==> src/rtl/mrnaiso_seq.sv <==
// Control sequencer for the three-stage mRNA isolation array: load, lyse, beads, mix, separate, wash, collect.
// Optional WASH phase is built in when MRNAISO_SEQ_WASH_EN is defined; otherwise SEP goes straight to COLLECT.
module mrnaiso_seq #(
    parameter int T_LOAD     = 16,
    parameter int T_LYSE     = 32,
    parameter int T_BEADS    = 16,
    parameter int MIX_CYCLES = 4,
    parameter int PUMP_DIV   = 2,
    parameter int T_SEP      = 8,
    parameter int T_WASH     = 8,
    parameter int T_COLLECT  = 8,
    parameter int CNT_W      = 16
) (
    input  logic       clk,
    input  logic       rst,
    input  logic       start,
    input  logic       abort,
    output logic       busy,
    output logic       done,
    output logic       aborted,
    output logic [3:0] phase,
    output logic       cells_in_ctl,
    output logic       cells_out_ctl,
    output logic       collect_ctl,
    output logic       lysis_in_ctl,
    output logic       lysis_waste_ctl,
    output logic       beads_in_ctl,
    output logic       bead_waste_ctl,
    output logic       push_ctl,
    output logic       sep_ctl,
    output logic       sieve_ctl,
    output logic       waste_ctl,
    output logic       pump_1,
    output logic       pump_2,
    output logic       pump_3
);

    typedef enum logic [3:0] {
        S_IDLE    = 4'd0,
        S_LOAD    = 4'd1,
        S_LYSE    = 4'd2,
        S_BEADS   = 4'd3,
        S_MIX     = 4'd4,
        S_SEP     = 4'd5,
        S_WASH    = 4'd6,
        S_COLLECT = 4'd7,
        S_DONE    = 4'd8
    } state_t;

    // Zero-valued lengths behave as one so that every phase is at least one clock long.
    localparam int T_LOAD_E    = (T_LOAD     < 1) ? 1 : T_LOAD;
    localparam int T_LYSE_E    = (T_LYSE     < 1) ? 1 : T_LYSE;
    localparam int T_BEADS_E   = (T_BEADS    < 1) ? 1 : T_BEADS;
    localparam int T_SEP_E     = (T_SEP      < 1) ? 1 : T_SEP;
    localparam int T_WASH_E    = (T_WASH     < 1) ? 1 : T_WASH;
    localparam int T_COLLECT_E = (T_COLLECT  < 1) ? 1 : T_COLLECT;
    localparam int MIX_E       = (MIX_CYCLES < 1) ? 1 : MIX_CYCLES;
    localparam int PD_E        = (PUMP_DIV   < 1) ? 1 : PUMP_DIV;

    localparam logic [CNT_W-1:0] PD_LAST  = CNT_W'(PD_E - 1);
    localparam logic [CNT_W-1:0] MIX_LAST = CNT_W'(MIX_E - 1);

    // Valve vector bit order (1 = closed).
    localparam int V_CELLS_IN    = 10;
    localparam int V_CELLS_OUT   = 9;
    localparam int V_COLLECT     = 8;
    localparam int V_LYSIS_IN    = 7;
    localparam int V_LYSIS_WASTE = 6;
    localparam int V_BEADS_IN    = 5;
    localparam int V_BEAD_WASTE  = 4;
    localparam int V_PUSH        = 3;
    localparam int V_SEP         = 2;
    localparam int V_SIEVE       = 1;
    localparam int V_WASTE       = 0;

    state_t           state_reg, state_next;
    logic [CNT_W-1:0] timer_reg, timer_next;
    logic [CNT_W-1:0] div_reg, div_next;
    logic [CNT_W-1:0] mix_reg, mix_next;
    logic [2:0]       step_reg, step_next;
    logic [10:0]      valve_reg, valve_next;
    logic [2:0]       pump_reg, pump_next;
    logic             busy_reg, busy_next;
    logic             done_reg, done_next;
    logic             aborted_reg, aborted_next;
    logic             expired, div_wrap, step_wrap;

    function automatic logic [CNT_W-1:0] timer_load(input state_t s);
        case (s)
            S_LOAD:    timer_load = CNT_W'(T_LOAD_E - 1);
            S_LYSE:    timer_load = CNT_W'(T_LYSE_E - 1);
            S_BEADS:   timer_load = CNT_W'(T_BEADS_E - 1);
            S_SEP:     timer_load = CNT_W'(T_SEP_E - 1);
            S_WASH:    timer_load = CNT_W'(T_WASH_E - 1);
            S_COLLECT: timer_load = CNT_W'(T_COLLECT_E - 1);
            default:   timer_load = '0;
        endcase
    endfunction

    function automatic logic [10:0] valve_pattern(input state_t s);
        logic [10:0] v;
        v = '1;
        case (s)
            S_LOAD: begin
                v[V_CELLS_IN]  = 1'b0;
                v[V_CELLS_OUT] = 1'b0;
                v[V_WASTE]     = 1'b0;
            end
            S_LYSE: begin
                v[V_LYSIS_IN]    = 1'b0;
                v[V_LYSIS_WASTE] = 1'b0;
            end
            S_BEADS: begin
                v[V_BEADS_IN]   = 1'b0;
                v[V_BEAD_WASTE] = 1'b0;
            end
            S_SEP: begin
                v[V_SEP]   = 1'b0;
                v[V_WASTE] = 1'b0;
            end
            S_WASH: begin
                v[V_PUSH]  = 1'b0;
                v[V_WASTE] = 1'b0;
            end
            S_COLLECT: begin
                v[V_PUSH]    = 1'b0;
                v[V_COLLECT] = 1'b0;
                v[V_SIEVE]   = 1'b0;
            end
            default: v = '1;
        endcase
        return v;
    endfunction

    function automatic logic [2:0] pump_pattern(input logic [2:0] step);
        case (step)
            3'd0:    pump_pattern = 3'b011;
            3'd1:    pump_pattern = 3'b001;
            3'd2:    pump_pattern = 3'b101;
            3'd3:    pump_pattern = 3'b100;
            3'd4:    pump_pattern = 3'b110;
            3'd5:    pump_pattern = 3'b010;
            default: pump_pattern = 3'b111;
        endcase
    endfunction

    always_ff @(posedge clk or posedge rst) begin
        if (rst) begin
            state_reg   <= S_IDLE;
            timer_reg   <= '0;
            div_reg     <= '0;
            mix_reg     <= '0;
            step_reg    <= 3'd0;
            valve_reg   <= '1;
            pump_reg    <= 3'b111;
            busy_reg    <= 1'b0;
            done_reg    <= 1'b0;
            aborted_reg <= 1'b0;
        end else begin
            state_reg   <= state_next;
            timer_reg   <= timer_next;
            div_reg     <= div_next;
            mix_reg     <= mix_next;
            step_reg    <= step_next;
            valve_reg   <= valve_next;
            pump_reg    <= pump_next;
            busy_reg    <= busy_next;
            done_reg    <= done_next;
            aborted_reg <= aborted_next;
        end
    end

    always_comb begin
        state_next   = state_reg;
        timer_next   = timer_reg;
        div_next     = div_reg;
        mix_next     = mix_reg;
        step_next    = step_reg;
        aborted_next = 1'b0;

        expired   = (timer_reg == '0);
        div_wrap  = (div_reg == PD_LAST);
        step_wrap = div_wrap && (step_reg == 3'd5);

        case (state_reg)
            S_IDLE:    if (start && !abort) state_next = S_LOAD;
            S_LOAD:    if (expired) state_next = S_LYSE;
            S_LYSE:    if (expired) state_next = S_BEADS;
            S_BEADS:   if (expired) state_next = S_MIX;
            S_MIX:     if (step_wrap && (mix_reg == MIX_LAST)) state_next = S_SEP;
`ifdef MRNAISO_SEQ_WASH_EN
            S_SEP:     if (expired) state_next = S_WASH;
`else
            S_SEP:     if (expired) state_next = S_COLLECT;
`endif
            S_WASH:    if (expired) state_next = S_COLLECT;
            S_COLLECT: if (expired) state_next = S_DONE;
            S_DONE:    state_next = S_IDLE;
            default:   state_next = S_IDLE;
        endcase

        // Abort beats any pending timer expiry.
        if (abort && (state_reg != S_IDLE)) begin
            state_next   = S_IDLE;
            aborted_next = 1'b1;
        end

        // Every state entry reloads the timer and restarts pump divider, step and wrap count.
        if (state_next != state_reg) begin
            timer_next = timer_load(state_next);
            div_next   = '0;
            step_next  = 3'd0;
            mix_next   = '0;
        end else begin
            if (!expired) timer_next = timer_reg - 1'b1;
            if (div_wrap) begin
                div_next  = '0;
                step_next = (step_reg == 3'd5) ? 3'd0 : step_reg + 3'd1;
                if (step_wrap) mix_next = mix_reg + 1'b1;
            end else begin
                div_next = div_reg + 1'b1;
            end
        end

        valve_next = valve_pattern(state_next);
        pump_next  = ((state_next == S_LYSE) || (state_next == S_MIX)) ? pump_pattern(step_next) : 3'b111;
        busy_next  = (state_next != S_IDLE);
        done_next  = (state_next == S_DONE);
    end

    assign phase           = state_reg;
    assign busy            = busy_reg;
    assign done            = done_reg;
    assign aborted         = aborted_reg;
    assign cells_in_ctl    = valve_reg[V_CELLS_IN];
    assign cells_out_ctl   = valve_reg[V_CELLS_OUT];
    assign collect_ctl     = valve_reg[V_COLLECT];
    assign lysis_in_ctl    = valve_reg[V_LYSIS_IN];
    assign lysis_waste_ctl = valve_reg[V_LYSIS_WASTE];
    assign beads_in_ctl    = valve_reg[V_BEADS_IN];
    assign bead_waste_ctl  = valve_reg[V_BEAD_WASTE];
    assign push_ctl        = valve_reg[V_PUSH];
    assign sep_ctl         = valve_reg[V_SEP];
    assign sieve_ctl       = valve_reg[V_SIEVE];
    assign waste_ctl       = valve_reg[V_WASTE];
    assign pump_1          = pump_reg[2];
    assign pump_2          = pump_reg[1];
    assign pump_3          = pump_reg[0];

endmodule

==> config.mk <==
export PLATFORM = sky130hd
export DESIGN_NAME = mrnaiso_seq
export DESIGN_NICKNAME = d
export VERILOG_FILES = /design/src/rtl/mrnaiso_seq.sv
export SDC_FILE = /design/constraint.sdc
export NUM_CORES = 1
export LEC_CHECK = 0
export CAP_MARGIN = 20
export CELL_PAD_IN_SITES_DETAIL_PLACEMENT = 0
export CELL_PAD_IN_SITES_GLOBAL_PLACEMENT = 2
export CORE_MARGIN = 10
export CORE_UTILIZATION = 35
export DETAILED_ROUTE_END_ITERATION = 6
export GPL_TIMING_DRIVEN = 1
export PLACE_DENSITY_LB_ADDON = 0.2
export SLEW_MARGIN = 20
export SYNTH_ARGS = -nofsm -noshare
export SYNTH_HDL_FRONTEND = slang
export SYNTH_SLANG_ARGS = --single-unit
==> constraint.sdc <==
create_clock -name clk -period 8.4 [get_ports clk]
set_input_delay 1.68 -clock clk [delete_from_list [all_inputs] [get_ports clk]]
set_output_delay 1.68 -clock clk [all_outputs]
set_load 0.05 [all_outputs]
==> flow_summary.json, run 1 <==
{
  "p_leak_nw": 1.74,
  "critical_path_class": "in -> reg",
  "core-area_sq_um": 9730,
  "path_max_fanout": 32,
  "cp_slowest_stage_delay_ns": 0.59,
  "clk_latency_ns": 0.33,
  "grt_overflow_total": 0,
  "synth_area_leaders": "dfrtp_1 42%, dfstp_2 7.5%, nor2_1 7.4%",
  "layout_common_cells": "69 x nor2_1, 58 x dfrtp_1, 26 x nand2_1",
  "syn_nets": 371,
  "finalSetupViolCount": 0,
  "cp-start-kind": "input port",
  "detail_route.first_pass.iterations": 4,
  "total_power_mw": 1.13,
  "area_growth_pct": 15.1,
  "peakVddDrop_uv": 99.3,
  "crit_chain": "clkdlybuf4s50_1 > a21oi_1 > nand2b_1 > nor4_1 > nor2_2 > buf_4 > o311ai_1",
  "via_per_inst": 4.75,
  "synth-edff-count": 0,
  "timing.final.crit_share_pct": 43.1,
  "vias": 2478,
  "drc": 0,
  "async_reset_ff_share_pct": 100,
  "tns_ns": 0,
  "post-route-min-period_ns": 3.62,
  "num_antenna_cells": 0,
  "yosysUniqueCellTypes": 46,
  "htreeDepth": 3,
  "worstMarginPinSlew_ns": 0.861,
  "cts_max_path_buffers": 2,
  "crit_required_ns": 8.64,
  "grt_pass1_wl_mm": 12.9,
  "die_w_microns": 120,
  "rows": 36,
  "cts_setup_buffers": 0,
  "place_hpwl_mm": 5.16,
  "critPathSlowestCell": "clkdlybuf4s50_1",
  "yosys_warnings": 0,
  "grt_setup_unrepaired": "no",
  "netlist.area_leader.share_pct": 41.6,
  "drt-total-wl_mm": 7.49,
  "clock_sinks": 68,
  "grt_max_degree": 69,
  "root_buffer": "clkbuf_8",
  "hold_buffers": 0,
  "grt_pass1_vias": 2562,
  "cts_buffers": 9,
  "final_common_cell": "nor2_1",
  "drt_iter0_markers": 159,
  "arrival_ns": 3.86,
  "start_util_pct": 35.9,
  "antenna_found_initial": 0,
  "nets": 392,
  "finClkSkew_ns": 0.0149,
  "ctsResizeCount": 0,
  "dieArea_sq_um": 14400,
  "routedWlPerCell_microns": 14.4,
  "fmax_mhz": 276,
  "synth_area_sq_um": 3490,
  "path_clk_slew_ns": 0.08,
  "cap_violations": 0,
  "ys_seq_elements": 68,
  "status": "finished clean",
  "drive_gt1_share_pct": 9.51,
  "ys_seq_area_share_pct": 49.1,
  "synth_ff_type": "dfrtp_1",
  "hold_violations": 0,
  "end_kind": "register",
  "cts_tree": "done",
  "slew-limit-headroom_pct": 42.6,
  "synth_top_cell_by_area": "dfrtp_1",
  "place.gp.congestion": 0.726,
  "port_buffers": 24,
  "slew_violations": 0,
  "die_y_microns": 120,
  "grtUsageTotal_pct": 11.0,
  "num_io_pins": 25,
  "hold_class": "reg -> reg",
  "avgSynthCellArea_sq_um": 9.62,
  "syn_inst": 363,
  "detail-route-antenna-nets": 0,
  "p_per_area_nw_per_um2": 282
}
-- cells by family (layout without fill, tap and decap cells) --
group,count (synthesis),count (layout),synth area share (%)
and+or+nand+nor,192,192,28.1
DFF,68,68,49.1
xor gates and xnor gates,41,41,10.3
AOI/OAI and AO/OA,25,25,5.09
buffers and inverters,23,49,3.12
muxes,10,10,2.87
adders and majority gates,4,4,1.43
-- worst paths after layout --
path / endpoint / start / slack [ns] / cells after the start
setup / recovery: pump_reg[2] / abort / 4.78 / 7
hold / removal: div_reg[0] / div_reg[0] / 0.52 / 1
setup reg to reg: pump_reg[1] / div_reg[1] / 5.28 / 9
hold reg to reg: div_reg[0] / div_reg[0] / 0.52 / 1
max in group asynchronous: step_reg[1] / rst / 5.91 / 3
min in group asynchronous: div_reg[3] / rst / 1.92 / 3
-- metal layers --
layer | up-vias | share of wire (%) | wire, microns | track usage, %
met5 | - | 0 | 0 | 0
met4 | 0 | 1.3 | 94 | 4.37
met3 | 7 | 3.8 | 288 | 2.63
met2 | 37 | 43 | 3230 | 16.2
met1 | 1151 | 52 | 3880 | 15.1
li1 | 1283 | - | - | -
-- layout make-up --
class,count,area [sq um]
sequential,68,1710
timing repair buffer,27,263
inverter,6,22.5
multi-input combinational,272,1670
clock inverter,2,10.0
clock buffer,14,173
fill,1003,5710
tap,133,166
-- power breakdown --
| part | total, mW | switching (mW) | internal [mW] |
|---|---|---|---|
| logic | 0.449 | 0.289 | 0.161 |
| registers | 0.425 | 0.0459 | 0.379 |
| clock network | 0.257 | 0.126 | 0.131 |
-- stage by stage --
stage	std cells	setup slack [ns]	util (%)	instance area (sq um)	hold slack [ns]
6_report	522	4.78	41.3	4020	0.517
5_1_grt	522	4.60	41.3	4020	0.571
4_1_cts	522	4.77	41.3	4020	0.526
3_5_place_dp	506	4.41	39.4	3830	0.515
3_3_place_gp	506	4.44	39.4	3830	0.507
2_1_floorplan	363	5.03	-	3490	0.479
-- synth_stat cells (3+ instances only) --
cell      instances
nor2_1           69
dfrtp_1          58
nand2_1          26
xnor2_1          25
and3_1           16
xor2_1           16
nand3_1          12
nor3_1           12
nor4_1           12
dfstp_2          10
mux2i_1          10
a21oi_1           9
or3_1             8
clkbuf_1          7
nor2b_1           7
buf_2             6
inv_1             5
nand4_1           5
and2_1            4
buf_4             4
ha_1              4
and4_1            3
nand2b_1          3
nor4b_1           3
o21ai_0           3
o31a_1            3
-- worst max-delay path: cells and delay by family --
kind,cells,cell delay (ns)
AOI/OAI and AO/OA,2,0.56
buffers and inverters,2,0.87
and+or+nand+nor,3,0.74
Power figures use the tool's default switching activity.
==> run 2: changes to the inputs <==
--- a/config.mk
+++ b/config.mk
@@ -9,7 +9,7 @@
 export CELL_PAD_IN_SITES_DETAIL_PLACEMENT = 0
 export CELL_PAD_IN_SITES_GLOBAL_PLACEMENT = 2
 export CORE_MARGIN = 10
-export CORE_UTILIZATION = 35
+export CORE_UTILIZATION = 34
 export DETAILED_ROUTE_END_ITERATION = 6
 export GPL_TIMING_DRIVEN = 1
 export PLACE_DENSITY_LB_ADDON = 0.2
==> constraint.sdc (replaced) <==
create_clock -name clk -period 3.2 [get_ports clk]
set_input_delay 0.64 -clock clk [delete_from_list [all_inputs] [get_ports clk]]
set_output_delay 0.64 -clock clk [all_outputs]
set_load 0.05 [all_outputs]
==> run 2 against run 1 <==
Net effect:
- design area is 1.4% higher
- utilization is 0.18 points lower
- setup slack worse by 4.5 ns
- die area is 2.4% higher
- combinational power grew to 2.7 times the previous value
- clock power is 140% higher
- via count is 3.2% higher
- cell count is 1.9% higher
- wire length is 0.24% higher
- largest cell class unchanged
- largest power group unchanged
- highest routed layer unchanged
==> flow_summary.json, run 2 (synthesized netlist as in run 1, its figures left out) <==
{
  "grt_max_degree": 34,
  "place_inst": 516,
  "rows": 36,
  "nets": 402,
  "cp-start-kind": "register",
  "place_hpwl_mm": 5.48,
  "grt_pass1_wl_mm": 13.0,
  "place.gp.congestion": 0.771,
  "grt_overflow_total": 0,
  "ctsResizeCount": 0,
  "tns_ns": 0,
  "cts_max_path_buffers": 2,
  "detail-route-antenna-nets": 0,
  "cts_buffers": 9,
  "status": "finished clean",
  "detail_route.first_pass.iterations": 4,
  "finalNonFillerCells": 532,
  "drc": 0,
  "grt_pass1_vias": 2626,
  "power.share.switching_pct": 40.4,
  "die_y_microns": 121,
  "post-place-ws_ns": 0.299,
  "hold_class": "reg -> reg",
  "grt_setup_unrepaired": "no",
  "worstMarginPinSlew_ns": 0.663,
  "hold_violations": 0,
  "cts_tree": "done",
  "critical_path_class": "reg -> reg",
  "routedWlPerCell_microns": 14.1,
  "layout_common_cells": "69 x nor2_1, 58 x dfrtp_1, 26 x nand2_1",
  "drive_gt1_share_pct": 11.5,
  "peakVddDrop_uv": 400,
  "grtUsageTotal_pct": 10.7,
  "p_per_area_nw_per_um2": 721,
  "htreeDepth": 3,
  "utilization_pct": 41.1,
  "clock_sinks": 68,
  "fmax_mhz": 344,
  "post-route-min-period_ns": 2.90,
  "dieArea_sq_um": 14700,
  "pwr-share-clk_pct": 20.6,
  "path_clk_slew_ns": 0.08,
  "p_switching_mw": 1.19,
  "slew_violations": 0,
  "crit_required_ns": 3.44,
  "die_w_microns": 121,
  "num_io_pins": 25,
  "power_frac_seq_pct": 38.1,
  "num_antenna_cells": 0,
  "hold_buffers": 0,
  "drt_iter0_markers": 75,
  "final_common_cell": "nor2_1",
  "finalSetupViolCount": 0,
  "cap_violations": 0,
  "antenna_found_initial": 0,
  "slew-limit-headroom_pct": 55.8,
  "finClkSkew_ns": 0.0108,
  "port_buffers": 24,
  "cts_setup_buffers": 0,
  "core-area_sq_um": 9910,
  "fin_ws_ns": 0.296,
  "path_max_fanout": 7,
  "via_per_inst": 4.81,
  "whs_ns": 0.521,
  "end_kind": "register",
  "root_buffer": "clkbuf_8",
  "p_leak_nw": 1.78,
  "vias": 2557,
  "start_util_pct": 35.2,
  "p_int_mw": 1.75,
  "timing.final.crit_share_pct": 90.8,
  "clk_latency_ns": 0.34,
  "pwr-share-comb_pct": 41.4,
  "arrival_ns": 3.15,
  "drt-total-wl_mm": 7.51,
  "area_growth_pct": 16.7
}
[run 2: routing by layer]
layer / track usage, % / share of wire (%)
met5: 0 / 0
met4: 4.47 / 1.5
met3: 2.09 / 3.3
met2: 16.9 / 46
met1: 14.0 / 50
[run 2: stage by stage]
step | power (mW) | instance area [sq um]
2_1_floorplan | 2.03 | 3490
3_3_place_gp | 2.36 | 3910
3_5_place_dp | 2.37 | 3910
4_1_cts | 2.99 | 4070
5_1_grt | 3.17 | 4070
6_report | 2.94 | 4070
[run 2: power by group through the flow]
stage | Sequential [mW] | Combinational (mW) | Clock [mW]
floorplan | 1.22 | 0.814 | 0
global placement | 1.14 | 1.23 | 0
detailed placement | 1.13 | 1.23 | 0
CTS | 1.12 | 1.24 | 0.634
global route | 1.14 | 1.35 | 0.675
finish | 1.12 | 1.22 | 0.604
[run 2: final cells by class]
class / count / area (sq um)
tap: 133 / 166
clock inverter: 3 / 15.0
sequential: 68 / 1710
timing repair buffer: 37 / 338
fill: 1009 / 5840
multi-input combinational: 272 / 1670
clock buffer: 13 / 149
inverter: 6 / 22.5
[run 2: final timing paths]
path                         startpoint      endpoint  slack [ns]  cells after the start
min in group asynchronous           rst  timer_reg[5]        0.71                      2
max in group asynchronous           rst   step_reg[0]        1.73                      3
setup / recovery           timer_reg[0]   pump_reg[0]        0.30                      9
setup reg to reg           timer_reg[0]   pump_reg[0]        0.30                      9
hold reg to reg              div_reg[0]    div_reg[0]        0.52                      1
hold / removal               div_reg[0]    div_reg[0]        0.52                      1
[run 2: worst max-delay path: stages (launching register included)]
cell	delay, ns
dfrtp_1	0.38
inv_1	0.09
ha_1	0.18
or3b_1	0.46
or3_1	0.52
o31a_1	0.38
o31ai_4	0.27
inv_2	0.13
nor4_4	0.24
o2111ai_1	0.15
==> run 3: changes to the inputs <==
--- a/config.mk
+++ b/config.mk
@@ -13,6 +13,7 @@
 export DETAILED_ROUTE_END_ITERATION = 6
 export GPL_TIMING_DRIVEN = 1
 export PLACE_DENSITY_LB_ADDON = 0.2
+export SETUP_SLACK_MARGIN = 0.4
 export SLEW_MARGIN = 20
 export SYNTH_ARGS = -nofsm -noshare
 export SYNTH_HDL_FRONTEND = slang
==> run 3 against run 2 <==
Net effect:
- fmax increased by 11%
- global-route usage about the same
- combinational power rose by 9%
- total power grew 3.9%
- utilization rose by 0.97 points
- setup slack improved by 0.29 ns
- die area unchanged
- critical endpoint is now pump_reg[1]
==> flow_summary.json, run 3 (synthesized netlist as in run 1, its figures left out) <==
{
  "regToRegSetupSlack_ns": 0.58,
  "drive_gt1_share_pct": 14.7,
  "peakVddDrop_uv": 425,
  "routedWlPerCell_microns": 14.0,
  "area_growth_pct": 19.4,
  "num_antenna_cells": 0,
  "place_hpwl_mm": 5.48,
  "finClkSkew_ns": 0.0108,
  "crit_required_ns": 3.45,
  "finalNonFillerCells": 541,
  "cp-startpoint": "timer_reg[0]",
  "post-place-ws_ns": 0.299,
  "die_w_microns": 121,
  "arrival_ns": 2.86,
  "grt_max_degree": 34,
  "p_leak_nw": 1.82,
  "final_common_cell": "nor2_1",
  "cts_buffers": 9,
  "timing.final.crit_share_pct": 81.7,
  "rows": 36,
  "layout_common_cells": "69 x nor2_1, 58 x dfrtp_1, 26 x nand2_1",
  "crit_path_end": "pump_reg[1]",
  "regToRegStartpoint": "timer_reg[0]",
  "clk_latency_ns": 0.34,
  "die_y_microns": 121,
  "fmax_mhz": 382,
  "grt_pass1_vias": 2627,
  "critical_path_class": "reg -> reg",
  "hold_class": "reg -> reg",
  "end_kind": "register",
  "clock_sinks": 68,
  "nFillCells": 998,
  "r2r_cells": 9,
  "slew-limit-headroom_pct": 55.8,
  "hold_violations": 0,
  "detail-route-antenna-nets": 0,
  "rr_endpoint": "pump_reg[1]",
  "finalInstanceArea_sq_um": 4170,
  "cts_max_path_buffers": 2,
  "hold_buffers": 0,
  "nets": 411,
  "grtUsageTotal_pct": 10.7,
  "drt_iter0_markers": 76,
  "grt_setup_unrepaired": "no",
  "p_per_area_nw_per_um2": 732,
  "port_buffers": 24,
  "slew_violations": 0,
  "drc": 0,
  "core-area_sq_um": 9910,
  "grt_pass1_wl_mm": 13.0,
  "finalSetupViolCount": 0,
  "cp-start-kind": "register",
  "cap_violations": 0,
  "cts_tree": "done",
  "num_io_pins": 25,
  "detail_route.first_pass.iterations": 4,
  "vias": 2601,
  "utilization_pct": 42.1,
  "place_inst": 516,
  "whs_ns": 0.521,
  "path_max_fanout": 5,
  "root_buffer": "clkbuf_8",
  "drt-total-wl_mm": 7.59,
  "dieArea_sq_um": 14700,
  "via_per_inst": 4.81,
  "status": "finished clean",
  "placed_area_sq_um": 3910,
  "worstMarginPinSlew_ns": 0.663,
  "htreeDepth": 3,
  "path_clk_slew_ns": 0.08,
  "fin_ws_ns": 0.585,
  "tns_ns": 0,
  "grt_overflow_total": 0,
  "start_util_pct": 35.2,
  "total_power_mw": 3.05,
  "post-route-min-period_ns": 2.62,
  "place.gp.congestion": 0.771,
  "antenna_found_initial": 0
}
==> run 3: timing repair <==
action | 4_1_cts | 5_1_grt
setup endpoints to repair | 6 | 9
gates resized for setup | 2 | 5
gates cloned | 0 | 0
pin swaps | 0 | 7
endpoints found under the hold margin | 0 | 0
buffers inserted | 0 | 9
==> run 3: per-layer routing <==
| layer | vias to the layer above | GRT usage (%) | routed length, microns |
|---|---|---|---|
| met4 | 0 | 4.47 | 108 |
| met2 | 35 | 16.9 | 3480 |
| met3 | 11 | 2.09 | 271 |
| met1 | 1236 | 14.0 | 3720 |
| met5 | - | 0 | 0 |
| li1 | 1319 | - | - |
==> run 3: worst min-delay path by stage <==
stage               start    endpoint  slack [ns]  cells after the start
2_1_floorplan  div_reg[0]  div_reg[0]        0.48                      1
3_3_place_gp   div_reg[0]  div_reg[0]        0.51                      1
3_5_place_dp   div_reg[0]  div_reg[0]        0.51                      1
4_1_cts        div_reg[0]  div_reg[0]        0.52                      1
5_1_grt        div_reg[0]  div_reg[0]        0.55                      1
6_report       div_reg[0]  div_reg[0]        0.52                      1
==> run 3: layout make-up <==
class | count | area [sq um] | area share, %
Sequential cell | 68 | 1710 | 41.1
Multi-Input combinational cell | 272 | 1690 | 40.6
Timing Repair Buffer | 46 | 409 | 9.81
Tap cell | 133 | 166 | 3.99
Clock buffer | 13 | 149 | 3.57
Inverter | 6 | 22.5 | 0.540
Clock inverter | 3 | 15.0 | 0.360
==> run 3: critical path: stages, from the launching register on <==
cell and delay, ns:
dfrtp_1 0.39, inv_2 0.07, ha_2 0.17, or3b_4 0.38, or3_4 0.37, o31a_1 0.33, o31ai_4 0.25, inv_2 0.10
nor4_4 0.29, nand4b_1 0.14
==> run 3: power breakdown <==
part | internal [mW] | switching, mW | total [mW]
Clock | 0.300 | 0.305 | 0.604
Combinational | 0.538 | 0.788 | 1.33
Sequential | 0.997 | 0.124 | 1.12
Total | 1.83 | 1.22 | 3.05
